--- src/rtl/divider_8b_seq.sv ---
// divider_8b_seq: sequential restoring divider, one quotient bit per clock,
// with valid/ready handshakes on the operand and result sides.
// Optional build macro DIVIDER_SELFCHECK_EN adds a multiply-back check of each
// non-zero-divisor result that drives chk_err; without it chk_err is tied low.
module divider_8b_seq #(
  parameter int DW = 8,
  parameter int VW = 4
) (
  input  logic          clk,
  input  logic          rst_n,
  input  logic          in_valid,
  output logic          in_ready,
  input  logic [DW-1:0] dividend,
  input  logic [VW-1:0] divisor,
  output logic          out_valid,
  input  logic          out_ready,
  output logic [DW-1:0] quotient,
  output logic [VW-1:0] remainder,
  output logic          div_by_zero,
  output logic          chk_err
);

  localparam int CW = $clog2(DW);
  localparam logic [CW-1:0] LAST = CW'(DW - 1);

  localparam logic [1:0] IDLE = 2'd0;
  localparam logic [1:0] RUN  = 2'd1;
  localparam logic [1:0] DONE = 2'd2;

  logic [1:0]    r_state;
  logic [DW-1:0] r_d;      // latched dividend, kept intact for the self-check
  logic [VW-1:0] r_v;      // latched divisor
  logic [VW-1:0] r_r;      // partial remainder; always < divisor between steps
  logic [DW-1:0] r_q;
  logic [CW-1:0] r_cnt;
  logic          r_dbz;

  logic [CW-1:0] w_idx;
  logic          w_bit;
  logic [VW:0]   w_rs;     // shifted remainder can reach 2V-1, hence VW+1 bits
  logic          w_ge;
  logic [VW-1:0] w_r_nxt;
  logic [DW-1:0] w_q_nxt;
  logic          w_last;

  // One restoring step: shift in the next dividend bit, subtract if it fits.
  always_comb begin
    w_idx   = LAST - r_cnt;
    w_bit   = r_d[w_idx];
    w_rs    = {r_r, w_bit};
    w_ge    = (w_rs >= {1'b0, r_v});
    w_r_nxt = w_ge ? VW'(w_rs - {1'b0, r_v}) : w_rs[VW-1:0];
    w_q_nxt = r_q;
    w_q_nxt[w_idx] = w_ge;
    w_last  = (r_cnt == LAST);
  end

  // Control FSM and datapath registers. A zero divisor still spends one
  // cycle in RUN so its result appears one edge after acceptance.
  always_ff @(posedge clk or negedge rst_n) begin
    if (!rst_n) begin
      r_state <= IDLE;
      r_d     <= '0;
      r_v     <= '0;
      r_r     <= '0;
      r_q     <= '0;
      r_cnt   <= '0;
      r_dbz   <= 1'b0;
    end else begin
      case (r_state)
        IDLE: begin
          if (in_valid) begin
            r_d     <= dividend;
            r_v     <= divisor;
            r_r     <= '0;
            r_q     <= '0;
            r_cnt   <= '0;
            r_dbz   <= 1'b0;
            r_state <= RUN;
          end
        end
        RUN: begin
          if (r_v == '0) begin
            r_q     <= '1;
            r_r     <= r_d[VW-1:0];
            r_dbz   <= 1'b1;
            r_state <= DONE;
          end else begin
            r_r   <= w_r_nxt;
            r_q   <= w_q_nxt;
            r_cnt <= r_cnt + 1'b1;
            if (w_last) begin
              r_state <= DONE;
            end
          end
        end
        DONE: begin
          if (out_ready) begin
            r_state <= IDLE;
          end
        end
        default: r_state <= IDLE;
      endcase
    end
  end

  assign in_ready    = (r_state == IDLE);
  assign out_valid   = (r_state == DONE);
  assign quotient    = r_q;
  assign remainder   = r_r;
  assign div_by_zero = r_dbz;

`ifdef DIVIDER_SELFCHECK_EN
  logic                 r_chk;
  logic [DW+VW-1:0]     w_prod;
  logic                 w_chk_fail;

  // Multiply the final quotient back and compare with the latched dividend.
  always_comb begin
    w_prod     = (DW+VW)'(w_q_nxt) * (DW+VW)'(r_v) + (DW+VW)'(w_r_nxt);
    w_chk_fail = (w_prod != (DW+VW)'(r_d)) || (w_r_nxt >= r_v);
  end

  // Error flag is captured as the result is registered and drops with out_valid.
  always_ff @(posedge clk or negedge rst_n) begin
    if (!rst_n) begin
      r_chk <= 1'b0;
    end else if ((r_state == RUN) && (r_v != '0) && w_last) begin
      r_chk <= w_chk_fail;
    end else if ((r_state == DONE) && out_ready) begin
      r_chk <= 1'b0;
    end
  end

  assign chk_err = r_chk;
`else
  assign chk_err = 1'b0;
`endif

endmodule

--- config.mk ---
export PLATFORM = sky130hd
export DESIGN_NAME = divider_8b_seq
export DESIGN_NICKNAME = d
export VERILOG_FILES = /design/src/rtl/divider_8b_seq.sv
export SDC_FILE = /design/constraint.sdc
export NUM_CORES = 1
export LEC_CHECK = 0
export CAP_MARGIN = 5
export CORE_ASPECT_RATIO = 1.5
export CORE_MARGIN = 2
export CORE_UTILIZATION = 51
export DETAILED_ROUTE_END_ITERATION = 16
export GPL_TIMING_DRIVEN = 0
export MAX_ROUTING_LAYER = met4
export PLACE_DENSITY = 0.79
export SLEW_MARGIN = 20
export SYNTH_ARGS = -nofsm -noshare
export SYNTH_HDL_FRONTEND = slang
export SYNTH_SLANG_ARGS = --single-unit
--- constraint.sdc ---
create_clock -name clk -period 3.1 [get_ports clk]
set_input_delay 0.31 -clock clk [delete_from_list [all_inputs] [get_ports clk]]
set_output_delay 0.31 -clock clk [all_outputs]
set_load 0.1 [all_outputs]
==> results.md <==
- Max incr delay on CP: 440 ps
- Most frequent cells in the layout: 29 x dfrtp_1, 29 x clkdlybuf4s50_1, 22 x nand3_1
- Most Frequent Cell on Critical Path: a222oi_1
- Top FF cell, synth: dfrtp_1
- Post-CTS Hold Buffers: 0
- Slew HR: a little over a third
- Ant diodes: 0
- Async set-reset flop share out of synthesis: 100.0%
- Sequential area share after synthesis: 45.59%
- Total GRT Usage: 23.41%
- Syn Inst Count: 160
- Max FO, Critical Path: 10
- Synth Area in Compound Gates: between 10% and 20%
- Pin count of the biggest net entering global routing: 31
- Final period utilization: 93.13%
- Slew Limit Fails: 0
- Largest family of logic cells by synthesized area: simple AND/OR/NAND/NOR gates
- CP arrival: 3030 ps
- Rows: 25
- Status: completed
- Yosys warning total: 0
- Worst Skew: around 5.1 ps
- Highest clock rate: 346.4 MHz
- Final setup vio count: 0
- Slew @ Worst Pin: 972.5 ps
- Worst setup path class: reg2reg
- Clock latency on the worst-skew pair: 270 ps
- Setup WS pre-CTS: -25.82 ps
- Final Worst Setup Slack: 213.0 ps
- Final Wtd Congestion: 0.8451
- Max Cap Viol: 0
- Hpwl dp: 2876 um
- Mux share of post-synthesis cell area: 12.08%
- CTS Buf Count: 5
- Layout cells sized above 1: 18.78%
- Syn_nets: 183
- Nets: 220
- Via density: about 5.8
- Min Tclk post-route: 2887 ps
- Hold WC Path Type: in2async
- Post-route ant nets: 0
- Vias in the first global route: 1350
- Startpoint class of the critical path: register
- EDFF count, synth: 0
- Via count: 1366
- Fin. Hold Viols: 0
- Synth Cell Area: ~0.0016 mm^2
- Synth Area in Adders: 5.775%
- Netlist cell types: 39
- Core Footprint: 0.003128 mm^2
- Initial core utilization: between 50% and 60%
- Syn avg cell area: 10.29 um^2
- Clock transition at path regs: approximately 60 ps
- Routed WL per cell: ~16 um
- CTS tree: built
- Crit. End Element: register
- Clk sinks: 30
- #FFs+latches synth: 30
- Initial antenna violation count: 0
- Critical-path top delay cell: dfrtp_2
- Htree depth: 2
- First-pass GRT wire length: 6299 um
- Port Buffer Count: 30
- Worst Path Required: 3240 ps
- IO Count: 32
- CP cell instances: mux2_2, a222oi_1, o32a_2, ha_1, nand2b_1, a2111oi_4, nor2_4, a222oi_1, o31ai_1
- Clk buf depth: 2
- Congestion Overflow GR: 0
- Die width: 50.40 um
- DIE HEIGHT: 73.59 um
- Routed wire length: 3786 um
- DRC: 0
- Synth Area in XOR/XNOR: 0.5319%
- Area delta synth->final: 26.37%
- First-pass detailed-route iteration total: 4
- Area of the die: 0.003709 mm^2
- Clk root buf: clkbuf_8
- Simple-gate share of the synthesized area: 19.45%
- DRT iter0 DRCs: 48
sequential cells by signal, summed over array words and instances, names as in the netlist:
register / cells
div_by_zero: 1
remainder: 4
r_state: 2
r_cnt: 3
quotient: 8
r_d: 8
r_v: 4
worst max-delay path, delay by kind of cell (launching register included):
family	cells	cell delay [ps]
AO/OA/AOI/OAI	5	1380
flip-flops	1	440
multiplexers	1	360
AND/OR/NAND/NOR	2	350
adder cells (fa/ha/maj)	1	230
cell families (layout without fill, tap and decap cells):
family          Yosys count  in the layout
compound gates           25             25
xor+xnor                  1              1
fa+ha+maj                 7              7
buf+inv                  13             50
flops                    30             30
mux                      18             18
other cells               1              1
simple gates             65             65
synth_stat cells, types with 4 or more instances:
library cell,count,area [um^2]
inv_1,6,22.52
nand2_1,17,63.81
ha_1,6,75.07
dfrtp_1,30,750.7
o21ai_0,7,35.03
mux2_2,15,168.9
nor2b_1,4,25.02
nand3_1,22,110.1
nor2_1,9,33.78
stage by stage:
stage / setup TNS, ps / hold slack, ps / cell area, um^2 / util, % / std cells
6_report: 0 / 61.22 / 2081 / 66.52 / 237
5_1_grt: -6.881 / 125.7 / 2081 / 66.52 / 237
4_1_cts: 0 / 83.68 / 2067 / 66.08 / 236
3_5_place_dp: -25.82 / 377.1 / 1992 / 63.68 / 230
3_3_place_gp: 0 / 467.9 / 1997 / 63.84 / 230
2_1_floorplan: 0 / 14.41 / 1647 / - / 160
path summary, 6_finish.rpt:
path                                    startpoint                  endpoint  slack [ps]  depth (start not counted)
setup / recovery              r_cnt[0]$_DFFE_PN0P_  remainder[0]$_DFFE_PN0P_         210                          9
hold / removal                               rst_n   quotient[3]$_DFFE_PN0P_          60                          1
setup reg to reg              r_cnt[0]$_DFFE_PN0P_  remainder[0]$_DFFE_PN0P_         210                          9
hold reg to reg            div_by_zero$_DFFE_PN0P_   div_by_zero$_DFFE_PN0P_         470                          2
max in group asynchronous                    rst_n      r_cnt[0]$_DFFE_PN0P_        2570                          1
min in group clk           div_by_zero$_DFFE_PN0P_   div_by_zero$_DFFE_PN0P_         470                          2
timing repair:
item                                    4_1_cts  5_1_grt
pin swaps                                     0        2
setup buffers                                 0        1
resized for setup                             0        2
endpoints found under the setup margin        1        1
layout make-up:
type | instances | area, um^2
clock buffers | 5 | 68.82
fillers | 242 | 1047
flip-flops and latches | 30 | 752.0
repair buffers | 31 | 302.8
inverters | 6 | 22.52
clock inverters | 2 | 10.01
multi-input cells | 117 | 833.3
plain buffers | 6 | 41.29
well taps | 40 | 50.05
per-layer routing:
layer / up-vias / global-route usage [%] / share of wire, %
met5: - / - / 0
met3: 11 / 4.268 / 3.0
li1: 646 / - / -
met2: 40 / 40.06 / 56
met4: 0 / 10.21 / 3.0
met1: 669 / 26.68 / 38
Power is not shown: default switching activity piles up to over one toggle a cycle in this logic, so the estimate is an artifact.
